**src/rtl/mult_share_arbiter.sv**
```systemverilog
// mult_share_arbiter
//   Shares one combinational 16x16->32 unsigned Wallace-tree multiplier among
//   N_REQ requesters. Round-robin arbitration, one operation in flight.
//
//   Optional build macro MULT_PIPE_EN: adds a register on the multiplier
//   output and a CALC2 state between CALC and RESP (one extra cycle of latency).
//
// Ports:
//   clk        system clock, rising edge
//   rst_n      asynchronous active-low reset
//   req_valid  per-requester request valid
//   req_ready  per-requester accept (combinational in IDLE, at most one high)
//   req_A/B    operands, requester i on bits [16i+15:16i]
//   rsp_valid  response valid, held until rsp_ready
//   rsp_ready  response consumer ready
//   rsp_id     index of the requester owning the response
//   rsp_Z      full 32-bit product
//   op_count   completed responses, wraps modulo 2^16
module mult_share_arbiter #(
    parameter int unsigned N_REQ = 4,
    parameter int unsigned ID_W  = 2
) (
    input  logic                  clk,
    input  logic                  rst_n,
    input  logic [N_REQ-1:0]      req_valid,
    output logic [N_REQ-1:0]      req_ready,
    input  logic [16*N_REQ-1:0]   req_A,
    input  logic [16*N_REQ-1:0]   req_B,
    output logic                  rsp_valid,
    input  logic                  rsp_ready,
    output logic [ID_W-1:0]       rsp_id,
    output logic [31:0]           rsp_Z,
    output logic [15:0]           op_count
);

    localparam int unsigned OP_W  = 16;
    localparam int unsigned Z_W   = 32;
    localparam int unsigned CNT_W = 16;
    localparam int unsigned SEL_W = $clog2(N_REQ);
    localparam int unsigned IDX_W = SEL_W + 1;

    typedef enum logic [1:0] {
        ST_IDLE,
        ST_CALC,
        ST_RESP
`ifdef MULT_PIPE_EN
        , ST_CALC2
`endif
    } state_e;

    state_e             state_q, state_d;
    logic [SEL_W-1:0]   ptr_q, ptr_d;
    logic [OP_W-1:0]    a_q, a_d;
    logic [OP_W-1:0]    b_q, b_d;
    logic [ID_W-1:0]    id_q, id_d;
    logic               rsp_valid_q, rsp_valid_d;
    logic [ID_W-1:0]    rsp_id_q, rsp_id_d;
    logic [Z_W-1:0]     rsp_z_q, rsp_z_d;
    logic [CNT_W-1:0]   op_count_q, op_count_d;
`ifdef MULT_PIPE_EN
    logic [Z_W-1:0]     pipe_q, pipe_d;
`endif

    logic [OP_W-1:0]    req_a_arr [N_REQ];
    logic [OP_W-1:0]    req_b_arr [N_REQ];
    logic               grant_vld;
    logic [SEL_W-1:0]   grant_sel;
    logic [IDX_W-1:0]   idx;
    logic [Z_W-1:0]     mult_z;

    // Unpack the flat operand buses
    always_comb begin
        for (int unsigned i = 0; i < N_REQ; i++) begin
            req_a_arr[i] = req_A[16*i +: 16];
            req_b_arr[i] = req_B[16*i +: 16];
        end
    end

    // Round-robin search: first valid requester at or after ptr_q, with wrap
    always_comb begin
        grant_vld = 1'b0;
        grant_sel = '0;
        idx       = '0;
        for (int unsigned k = 0; k < N_REQ; k++) begin
            idx = {1'b0, ptr_q} + IDX_W'(k);
            if (idx >= IDX_W'(N_REQ)) begin
                idx = idx - IDX_W'(N_REQ);
            end
            if (!grant_vld && req_valid[idx[SEL_W-1:0]]) begin
                grant_vld = 1'b1;
                grant_sel = idx[SEL_W-1:0];
            end
        end
    end

    // Wallace tree: word-level 3:2 compressor layers reduce 16 partial
    // products to two rows (16->11->8->6->4->3->2), then one final add.
    // Carries shifted past bit 31 are dropped; the product fits in 32 bits.
    always_comb begin : wallace_tree
        logic [Z_W-1:0] rows [16];
        logic [Z_W-1:0] x, y, z;
        int unsigned    n_rows, n_out;
        for (int unsigned i = 0; i < 16; i++) begin
            rows[i] = b_q[i] ? (Z_W'(a_q) << i) : '0;
        end
        n_rows = 16;
        x      = '0;
        y      = '0;
        z      = '0;
        for (int unsigned s = 0; s < 6; s++) begin
            n_out = 0;
            for (int unsigned g = 0; g < 5; g++) begin
                if (3*g + 2 < n_rows) begin
                    x = rows[3*g];
                    y = rows[3*g + 1];
                    z = rows[3*g + 2];
                    rows[n_out]     = x ^ y ^ z;
                    rows[n_out + 1] = ((x & y) | (x & z) | (y & z)) << 1;
                    n_out = n_out + 2;
                end
            end
            // Rows left over after grouping by three pass straight through
            for (int unsigned r = 0; r < 16; r++) begin
                if ((r >= (n_rows / 3) * 3) && (r < n_rows)) begin
                    rows[n_out] = rows[r];
                    n_out = n_out + 1;
                end
            end
            n_rows = n_out;
        end
        mult_z = rows[0] + rows[1];
    end

    // Next-state and datapath control
    always_comb begin
        state_d     = state_q;
        ptr_d       = ptr_q;
        a_d         = a_q;
        b_d         = b_q;
        id_d        = id_q;
        rsp_valid_d = rsp_valid_q;
        rsp_id_d    = rsp_id_q;
        rsp_z_d     = rsp_z_q;
        op_count_d  = op_count_q;
`ifdef MULT_PIPE_EN
        pipe_d      = pipe_q;
`endif
        req_ready   = '0;

        case (state_q)
            ST_IDLE: begin
                if (grant_vld) begin
                    req_ready[grant_sel] = 1'b1;
                    a_d     = req_a_arr[grant_sel];
                    b_d     = req_b_arr[grant_sel];
                    id_d    = ID_W'(grant_sel);
                    ptr_d   = (grant_sel == SEL_W'(N_REQ - 1)) ? '0 : grant_sel + SEL_W'(1);
                    state_d = ST_CALC;
                end
            end
`ifdef MULT_PIPE_EN
            ST_CALC: begin
                pipe_d  = mult_z;
                state_d = ST_CALC2;
            end
            ST_CALC2: begin
                rsp_z_d     = pipe_q;
                rsp_id_d    = id_q;
                rsp_valid_d = 1'b1;
                state_d     = ST_RESP;
            end
`else
            ST_CALC: begin
                rsp_z_d     = mult_z;
                rsp_id_d    = id_q;
                rsp_valid_d = 1'b1;
                state_d     = ST_RESP;
            end
`endif
            ST_RESP: begin
                if (rsp_valid_q && rsp_ready) begin
                    rsp_valid_d = 1'b0;
                    op_count_d  = op_count_q + CNT_W'(1);
                    state_d     = ST_IDLE;
                end
            end
            default: begin
                state_d = ST_IDLE;
            end
        endcase
    end

    // State and datapath registers
    always_ff @(posedge clk or negedge rst_n) begin
        if (!rst_n) begin
            state_q     <= ST_IDLE;
            ptr_q       <= '0;
            a_q         <= '0;
            b_q         <= '0;
            id_q        <= '0;
            rsp_valid_q <= 1'b0;
            rsp_id_q    <= '0;
            rsp_z_q     <= '0;
            op_count_q  <= '0;
`ifdef MULT_PIPE_EN
            pipe_q      <= '0;
`endif
        end else begin
            state_q     <= state_d;
            ptr_q       <= ptr_d;
            a_q         <= a_d;
            b_q         <= b_d;
            id_q        <= id_d;
            rsp_valid_q <= rsp_valid_d;
            rsp_id_q    <= rsp_id_d;
            rsp_z_q     <= rsp_z_d;
            op_count_q  <= op_count_d;
`ifdef MULT_PIPE_EN
            pipe_q      <= pipe_d;
`endif
        end
    end

    assign rsp_valid = rsp_valid_q;
    assign rsp_id    = rsp_id_q;
    assign rsp_Z     = rsp_z_q;
    assign op_count  = op_count_q;

endmodule
```
**config.mk**
```make
export PLATFORM = sky130hd
export DESIGN_NAME = mult_share_arbiter
export DESIGN_NICKNAME = d
export VERILOG_FILES = /design/src/rtl/mult_share_arbiter.sv
export SDC_FILE = /design/constraint.sdc
export NUM_CORES = 1
export LEC_CHECK = 0
export BUFFER_PORTS_ARGS = -buffer_cell sky130_fd_sc_hd__buf_2
export CORE_AREA = 5 5 159 161
export CTS_CLUSTER_DIAMETER = 30
export CTS_CLUSTER_SIZE = 8
export DETAILED_ROUTE_END_ITERATION = 6
export DIE_AREA = 0 0 164 166
export PLACE_DENSITY = 0.77
export SLEW_MARGIN = 20
export SYNTH_ARGS = -nofsm -noshare
export SYNTH_HDL_FRONTEND = slang
export SYNTH_SLANG_ARGS = --single-unit
```
**constraint.sdc**
```tcl
create_clock -name clk -period 17.4 [get_ports clk]
set_input_delay 1.74 -clock clk [delete_from_list [all_inputs] [get_ports clk]]
set_output_delay 1.74 -clock clk [all_outputs]
set_load 0.1 [all_outputs]
```
# --- Yosys cells after proc, flatten, opt, wreduce, memory -nomap -nowiden ---
# Cells that the tools add are included.
op_classes:
  reduce_logical: 14
  n_bitwise: 99
  n_lt_le_gt_ge: 11
  add_sub_neg: 10
  n_mux: 52
  eq_ne: 5
op_table:
  columns: ["op", "n"]
  rows:
  - ["31-bit bitwise AND", 11]
  - ["31-bit OR", 11]
  - ["32-bit bitwise XOR", 6]
  - ["16-bit two-way mux", 5]
  - ["16-bit binary-select mux with 2-bit select", 2]
  - ["32-bit by 31-bit bitwise XOR with 32-bit output", 2]
  - ["25-bit by 31-bit bitwise AND with 31-bit output", 2]
  - ["26-bit by 31-bit bitwise AND with 31-bit output", 2]
  - ["22-bit by 25-bit bitwise AND with 25-bit output", 2]
  - ["22-bit by 24-bit bitwise AND with 24-bit output", 2]
  - ["19-bit by 21-bit bitwise AND with 21-bit output", 2]
  - ["21-bit OR", 2]
  - ["32-bit adder", 1]
  - ["25-bit by 32-bit bitwise XOR with 32-bit output", 1]
  - ["26-bit by 32-bit bitwise XOR with 32-bit output", 1]
  - ["28-bit by 32-bit bitwise XOR with 32-bit output", 1]
  - ["27-bit by 31-bit bitwise AND with 31-bit output", 1]
  - ["28-bit by 31-bit bitwise AND with 31-bit output", 1]
  - ["31-bit two-way mux", 1]
  - ["22-bit by 31-bit OR with 31-bit output", 1]
  - ["28-bit by 31-bit OR with 31-bit output", 1]
  - ["31-bit by 25-bit OR with 31-bit output", 1]
  - ["28-bit by 30-bit bitwise AND with 30-bit output", 1]
  - ["29-bit by 30-bit bitwise AND with 30-bit output", 1]
  - ["other kinds (85)", 130]
word_totals:
  output_inout_bits: 55
  register_bits: 89

# --- Logic depth before layout (Yosys ltp) ---
# Gate-level depths: netlist (run 1).
depth:
  ltp_word: 20
  depth_mapped: 22
  mapped_depth_nobuf: 20

# --- Worst setup path after synthesis (run 1) ---
# OpenSTA, ideal clock, no wires.
synth_timing:
  kind: "register to register"
  from: "register a_q[6]"
  to: "register rsp_z_q[27], in the netlist rsp_Z[27]"
  arrival_time_ns: 5.441
  stages_incl_launch_ff: 21
  n_path_buf: 2
  path_slack_ns: 11.833
  required_ns: 17.274
  synth_period_minus_slack_ns: 5.567
  path_cell_list: "dfrtp_1 > clkbuf_1 > nand2_1 > fa_1 > fa_1 > fa_1 > inv_1 > fa_1 > inv_1 > fa_1 > inv_1 > fa_1 > ha_1 > clkbuf_1 > a21oi_1 > o21a_1 > nor2_1 > a211oi_4 > nand2_1 > xor2_1 > mux2_4"
synth_via:
  elab_chain_cells: 20
  word_cells_on_any_way: 115
  classes_between: "1 x add/sub; 16 x mux; 98 x bitwise"
synth_lines:
  columns: ["element", "line_no", "rtl"]
  rows:
  - ["start: declaration", "53", "logic [OP_W-1:0] a_q, a_d;"]
  - ["start signal: assignment", "198", "a_q <= '0;"]
  - ["start signal: assignment", "211", "a_q <= a_d;"]
  - ["16-bit two-way mux, or another cell as far along", "104", "rows[i] = b_q[i] ? (Z_W'(a_q) << i) : '0;"]
  - ["16-bit by 17-bit bitwise AND with 17-bit output / 16-bit by 18-bit bitwise AND with 18-bit output (equally long branches)", "118", "rows[n_out + 1] = ((x & y) | (x & z) | (y & z)) << 1;"]
  - ["17-bit by 18-bit OR with 18-bit output", "118", null]
  - ["18-bit OR", "118", null]
  - ["18-bit by 19-bit bitwise AND with 19-bit output", "118", null]
  - ["19-bit by 21-bit OR with 21-bit output", "118", null]
  - ["21-bit OR", "118", null]
  - ["21-bit by 22-bit bitwise AND with 22-bit output", "118", null]
  - ["22-bit by 31-bit OR with 31-bit output", "118", null]
  - ["31-bit by 25-bit OR with 31-bit output", "118", null]
  - ["25-bit by 31-bit bitwise AND with 31-bit output", "118", null]
  - ["31-bit OR (2 in series)", "118", null]
  - ["31-bit bitwise AND", "118", null]
  - ["31-bit OR (2 in series)", "118", null]
  - ["31-bit bitwise AND", "118", null]
  - ["31-bit OR (2 in series)", "118", null]
  - ["32-bit adder *", "131", "mult_z = rows[0] + rows[1];"]
  - ["end signal: assignment", "216", "rsp_z_q <= rsp_z_d;"]
  - ["end: declaration", "58", "logic [Z_W-1:0] rsp_z_q, rsp_z_d;"]
# Mark *: on every way between the ends. The rest lies on a longest branch, timed or not.
# A chain may end at the register's enable or synchronous reset.

# --- Worst setup path in the final report (run 1) ---
layout_timing:
  from: "register b_q[14]"
  to: "register rsp_z_q[28], in the netlist rsp_Z[28]"
layout_via:
  elab_chain_cells: 17
  word_cells_on_any_way: 45
  classes_between: "1 x add/sub; 1 x mux; 43 x bitwise"
layout_lines:
  columns: ["element", "line_no", "rtl"]
  rows:
  - ["start: declaration", "54", "logic [OP_W-1:0] b_q, b_d;"]
  - ["start signal: assignment", "199", "b_q <= '0;"]
  - ["start signal: assignment", "212", "b_q <= b_d;"]
  - ["30-bit two-way mux *", "104", null]
  - ["29-bit by 30-bit bitwise XOR with 30-bit output", null, null]
  - ["27-bit by 31-bit bitwise AND with 31-bit output", "118", null]
  - ["28-bit by 31-bit OR with 31-bit output", "118", null]
  - ["31-bit OR", "118", null]
  - ["26-bit by 31-bit bitwise AND with 31-bit output", "118", null]
  - ["31-bit OR (2 in series)", "118", null]
  - ["32-bit by 31-bit bitwise XOR with 32-bit output (2 in series)", "117", "rows[n_out] = x ^ y ^ z;"]
  - ["31-bit bitwise AND", "118", null]
  - ["31-bit OR (2 in series)", "118", null]
  - ["31-bit bitwise AND", "118", null]
  - ["31-bit OR (2 in series)", "118", null]
  - ["32-bit adder *", "131", null]
# Marked as above.

==> results_dict.tcl, run 1 <==
set metrics [dict create \
    finalSetupTns_ps 0 \
    via_per_inst 5.26 \
    slowest_delay_ps 810 \
    final_nets 1886 \
    drive_above_1_share_pct 15.3 \
    synth_seq_cells 89 \
    diodes 0 \
    drc 0 \
    totalWireLength_um 30000 \
    synth_seq_area_share_pct 18.0 \
    initial_core_util_pct 51.8 \
    drtPass1Iterations 4 \
    max_freq_ghz 0.164 \
    numCtsBuffers 9 \
    cts_hold_buffers 0 \
    vias 9448 \
    status "finished clean" \
    avgSynthCellArea_um2 9.30 \
    ys.flop_type "dfrtp_1" \
    antenna_found_initial 0 \
    cp_cell_sequence "nand2_1, fa_1, fa_1, fa_1, inv_1, fa_1, inv_1, fa_1, inv_1, fa_1, ha_1, a21oi_1, o21ai_1, a211oi_1, or3_1, and4_1, mux2i_1, o311ai_1" \
    period_minus_slack_ps 6100 \
    clkLatencyLatePin_ps 360 \
    rows 57 \
    worst_path_most_repeated_cell "fa_1" \
    grt_pass1_vias 10100 \
    max_slew_margin_pct 34.5 \
    postCtsSetupBuffers 0 \
    hold_viol 0 \
    gp_congestion 0.893 \
    crit_path_top_delay_cell "dfrtp_1" \
    critPathMaxFanout 17 \
    wl_per_cell_um 16.7 \
    ios 190 \
    synth_top_area_cell "fa_1" \
    syn2layout_area_growth_pct 11.6 \
    synth_area_um2 12300 \
    die_area_um2 27200 \
    rsz0062_at_grt "false" \
    core_area_um2 23800 \
    grt_pass1_wl_um 50700 \
    async_flop_share_pct 100 \
    htreeDepth 3 \
    yosysWarnings 0 \
    cts_tree "built" \
    crit_type "reg2reg" \
    syn_inst 1328 \
    yosys.cell_types.count 53 \
    place_hpwl_um 23700 \
    synth.area.top_cells "fa_1 (33%), dfrtp_1 (18%), ha_1 (8.3%)" \
    worstPathRequired_ps 17620 \
    cts_resized 0 \
    final_area_um2 13800 \
    synth_enable_flop_cells 0 \
    clk_pin_slew_ps 80 \
    finClkSkew_ps 16.6 \
    cp-end-kind "flip-flop" \
    die_h_um 166 \
    drv_slew 0 \
    syn_nets 1746 \
    finalSetupViolCount 0 \
    drtIter0Drc 525 \
    fp.dieW_um 164 \
    placed_cell_area_um2 13500 \
    drv_cap 0 \
    cp-start-kind "flip-flop" \
    clkSinkCount 89 \
    drt.antenna.violating_nets 0 \
    clk_path_buf_depth 2 \
    cts_root_buffer "clkbuf_16" \
    arrival_ps 6320 \
    hold_class "reg2reg" \
    portBuffers 189 \
    grt-ovfl-total 0 \
    fin_crit_sh_pct 35.1 \
    grt_usage_pct 23.0 \
    netlist.area_leader.share_pct 32.6 \
    max_slew.worst_pin.slew_ps 980 \
    grt_max_degree 60 \
]
==> worst max-delay path: cells and delay by family, from the launching register on <==
family,cells,cell delay [ps]
DFF,1,810
adders and majority gates,7,3460
muxes,1,130
buffers and inverters,3,190
AOI/OAI and AO/OA,4,640
and+or+nand+nor,3,750
==> final cells by class <==
cell class,instances,area (um^2)
Clock buffer,9,225
Timing Repair Buffer,194,986
Multi-Input combinational cell,991,9170
Sequential cell,89,2230
Inverter,183,687
Clock inverter,7,81.3
Fill cell,2086,10000
Tap cell,324,405
==> per-stage QoR <==
stage          hold slack, ps  utilization (%)  worst slack [ps]  instances
6_report                  467             57.9             11300       1797
5_1_grt                   490             57.9             11050       1797
4_1_cts                   468             57.8             11360       1797
3_5_place_dp              450             56.6             11390       1781
3_3_place_gp              446             56.6             11460       1781
2_1_floorplan             439                -             11830       1328
==> cell usage after synthesis (2+ instances only) <==
| cell | count |
|---|---|
| fa_1 | 201 |
| nand2_1 | 197 |
| inv_1 | 181 |
| and2_1 | 148 |
| dfrtp_1 | 89 |
| ha_1 | 82 |
| mux2i_1 | 66 |
| a21oi_1 | 61 |
| nor2_1 | 51 |
| clkbuf_1 | 48 |
| o21ai_0 | 36 |
| o21ai_1 | 27 |
| xnor2_1 | 20 |
| xor2_1 | 14 |
| buf_2 | 9 |
| nand3_1 | 9 |
| a21o_1 | 7 |
| nand2b_1 | 7 |
| nor3_1 | 6 |
| o21a_1 | 6 |
| o31ai_1 | 6 |
| and3_1 | 5 |
| buf_4 | 5 |
| nand4_1 | 5 |
| o211ai_1 | 4 |
| a41oi_1 | 3 |
| or3_1 | 3 |
| a211oi_1 | 2 |
| buf_1 | 2 |
| inv_2 | 2 |
| nor2b_1 | 2 |
| nor3_2 | 2 |
| o22ai_1 | 2 |
==> flip-flops by register name, indices dropped and copies added, names as in the netlist <==
| register | count |
|---|---|
| state_q | 2 |
| rsp_valid | 1 |
| b_q | 16 |
| rsp_Z | 32 |
| rsp_id | 2 |
| a_q | 16 |
| ptr_q | 2 |
| id_q | 2 |
| op_count | 16 |
==> layout by cell type (no fill, tap or decap), drive strengths merged, types with 5 or more instances in the layout <==
cell type	count
nand2b	7
nand4	6
o21a	6
mux2i	66
nor3	8
fa	201
o31ai	6
xnor2	20
nor2	51
xor2	14
clkbuf	9
a21oi	62
dfrtp	89
ha	82
and3	5
a21o	7
nand3	9
nand2	197
and2	148
o21ai	64
inv	186
buf	194
==> final timing paths <==
path | from | slack, ps | cells past startpoint | endpoint
worst min-delay path | rsp_Z[0] | 470 | 2 | rsp_Z[0]
max in group asynchronous | rst_n | 14990 | 2 | rsp_Z[19]
worst max register to register | b_q[14] | 11300 | 18 | rsp_Z[28]
worst max-delay path | b_q[14] | 11300 | 18 | rsp_Z[28]
min in group asynchronous | rst_n | 1310 | 1 | op_count[2]
worst min register to register | rsp_Z[0] | 470 | 2 | rsp_Z[0]
==> routing by layer <==
layer  vias up  part of all wire, %  track usage, %
li1       4444                    -               -
met4         0                  1.8            5.03
met2       364                   47            36.8
met3        37                  7.7            4.49
met1      4603                   43            32.9
met5         -                    0               0
==> cells by family (layout without fill, tap and decap cells) <==
family	Yosys count	after routing	share of synthesized area, %
flip-flops	89	89	18.0
multiplexers	68	68	5.56
adder cells (fa/ha/maj)	283	283	40.9
AND/OR/NAND/NOR	441	441	17.4
XOR/XNOR	34	34	2.41
buffers and inverters	248	393	7.84
AO/OA/AOI/OAI	165	165	7.83
Power of run 1 is not shown: default switching activity piles up to over one toggle a cycle in this logic, so the estimate is an artifact.
==> inputs of run 2 (changes only) <==
==> constraint.sdc (replaced) <==
create_clock -name clk -period 5.7 [get_ports clk]
set_input_delay 0.57 -clock clk [delete_from_list [all_inputs] [get_ports clk]]
set_output_delay 0.57 -clock clk [all_outputs]
set_load 0.1 [all_outputs]
==> run 2 against run 1 <==
Net effect:
- utilization up 3.2 points
- clock-buffer cell count unchanged
- largest cell class unchanged
- register-to-register slack got worse by 11000 ps
==> results_dict.tcl, run 2 (synthesis results as in run 1) <==
set metrics [dict create \
    status "finished clean" \
    placed_cell_area_um2 13900 \
    final_nets 1963 \
    rows 57 \
    fp.dieW_um 164 \
    grt_usage_pct 23.6 \
    drtPass1Iterations 5 \
    finalSetupViolCount 0 \
    grt-ovfl-total 0 \
    drv_cap 0 \
    totalWireLength_um 31400 \
    r2r_end "rsp_Z[27]" \
    ios 190 \
    critPathMaxFanout 7 \
    rsz0062_at_grt "true" \
    largest_register_ffs 32 \
    slowest_delay_ps 470 \
    worst_path_most_repeated_cell "fa_1" \
    place_hpwl_um 25500 \
    final_util_pct 61.0 \
    cp-end-kind "flip-flop" \
    drive_above_1_share_pct 22.6 \
    hold_class "in2async" \
    layout_common_cells "fa_1 (199), nand2_1 (195), buf_2 (189), inv_1 (181), and2_1 (148)" \
    gp_congestion 0.897 \
    ff2ff_setup_slack_ps 90 \
    die_h_um 166 \
    wl_per_cell_um 16.8 \
    htreeDepth 3 \
    drtIter0Drc 608 \
    rr_startpoint "a_q[3]" \
    fin_crit_sh_pct 98.3 \
    antenna_found_initial 1 \
    layoutNonFillerInstCount 1874 \
    initial_core_util_pct 51.8 \
    drc 0 \
    clk_path_buf_depth 2 \
    grt_pass1_wl_um 52400 \
    cp-start-kind "flip-flop" \
    top_layer_used "met4" \
    portBuffers 189 \
    final_area_um2 14500 \
    arrival_ps 5850 \
    clk_pin_slew_ps 80 \
    reg2reg_depth 20 \
    grt_pass1_vias 10500 \
    core_area_um2 23800 \
    die_area_um2 27200 \
    max_slew_margin_pct 30.5 \
    clkLatencyLatePin_ps 360 \
    numCtsBuffers 9 \
    hold_viol 0 \
    cts_tree "built" \
    via_per_inst 5.25 \
    max_slew.worst_pin.slew_ps 1040 \
    worstPathRequired_ps 5940 \
    drv_slew 0 \
    drt.antenna.violating_nets 0 \
    crit_path_top_delay_cell "fa_1" \
    vias 9835 \
    dp.cells 1840 \
    met2_length_um 14700 \
    crit_type "reg2reg" \
    period_minus_slack_ps 5610 \
    diodes 0 \
    syn2layout_area_growth_pct 17.8 \
    dr_wl_met3_um 2670 \
    max_freq_ghz 0.178 \
    clkSinkCount 89 \
    finalSetupTns_ps 0 \
    grt_max_degree 60 \
    cp_cell_sequence "buf_2, buf_4, and2_1, fa_1, inv_1, fa_1, inv_1, fa_1, fa_1, ha_1, ha_1, ha_1, fa_2, a21oi_2, o211ai_1, a21oi_2, or3_4, nand2_1, xor2_1, mux2_4" \
    finClkSkew_ps 13.5 \
    met1_length_um 13600 \
    cts_hold_buffers 0 \
    cts_root_buffer "clkbuf_16" \
    final_common_cell "fa_1" \
]
run 2: changes by cell type in the layout (fill, tap and decap cells not counted), moves of 4 or more:
cell and change:
ha_4 +4, ha_1 -8, a21oi_2 +8, buf_4 +71
a21oi_1 -8, dfrtp_2 +27, dfrtp_1 -27, ha_2 +4
run 2: repair_timing:
item	in CTS	in global routing
pin swaps	0	12
endpoints found under the setup margin	2	15
cloned	0	0
buffers inserted	0	18
resized for setup	2	55
run 2: worst max-delay path by stage:
stage | slack (ps) | cells past startpoint | from | endpoint
after detailed placement | 9 | 17 | a_q[7] | rsp_Z[27]
after CTS | 8 | 18 | b_q[12] | rsp_Z[30]
final | 90 | 20 | a_q[3] | rsp_Z[27]
after floorplan | 130 | 20 | a_q[6] | rsp_Z[27]
after global placement | 80 | 19 | a_q[1] | rsp_Z[25]
after global routing | -80 | 20 | a_q[3] | rsp_Z[27]
run 2: final cells by class:
class	count	area, um^2
timing repair buffer	271	1590
tap	324	405
clock buffer	9	225
inverter	183	687
clock inverter	7	81.3
fill	2016	9280
sequential	89	2260
multi-input combinational	991	9290
run 2: metal layers:
| metal | GRT usage, % | vias to the layer above |
|---|---|---|
| li1 | - | 4591 |
| met1 | 33.8 | 4764 |
| met2 | 37.0 | 434 |
| met3 | 5.73 | 46 |
| met4 | 4.52 | 0 |
| met5 | 0 | - |
run 2: critical path: cells and delay by family, from the launching register on:
kind	cells	cell delay, ps
fa+ha+maj	8	3040
compound gates	3	680
buf+inv	4	520
flops	1	450
simple gates	3	410
mux	1	260
xor+xnor	1	150
run 2: through the flow:
step | worst slack (ps) | hold slack [ps]
6_report | 94.2 | 128
5_1_grt | -78.6 | 154
4_1_cts | 7.84 | 140
3_5_place_dp | 9.01 | 457
3_3_place_gp | 81.3 | 451
2_1_floorplan | 133 | 274
Power of run 2 is left out for the same reason.
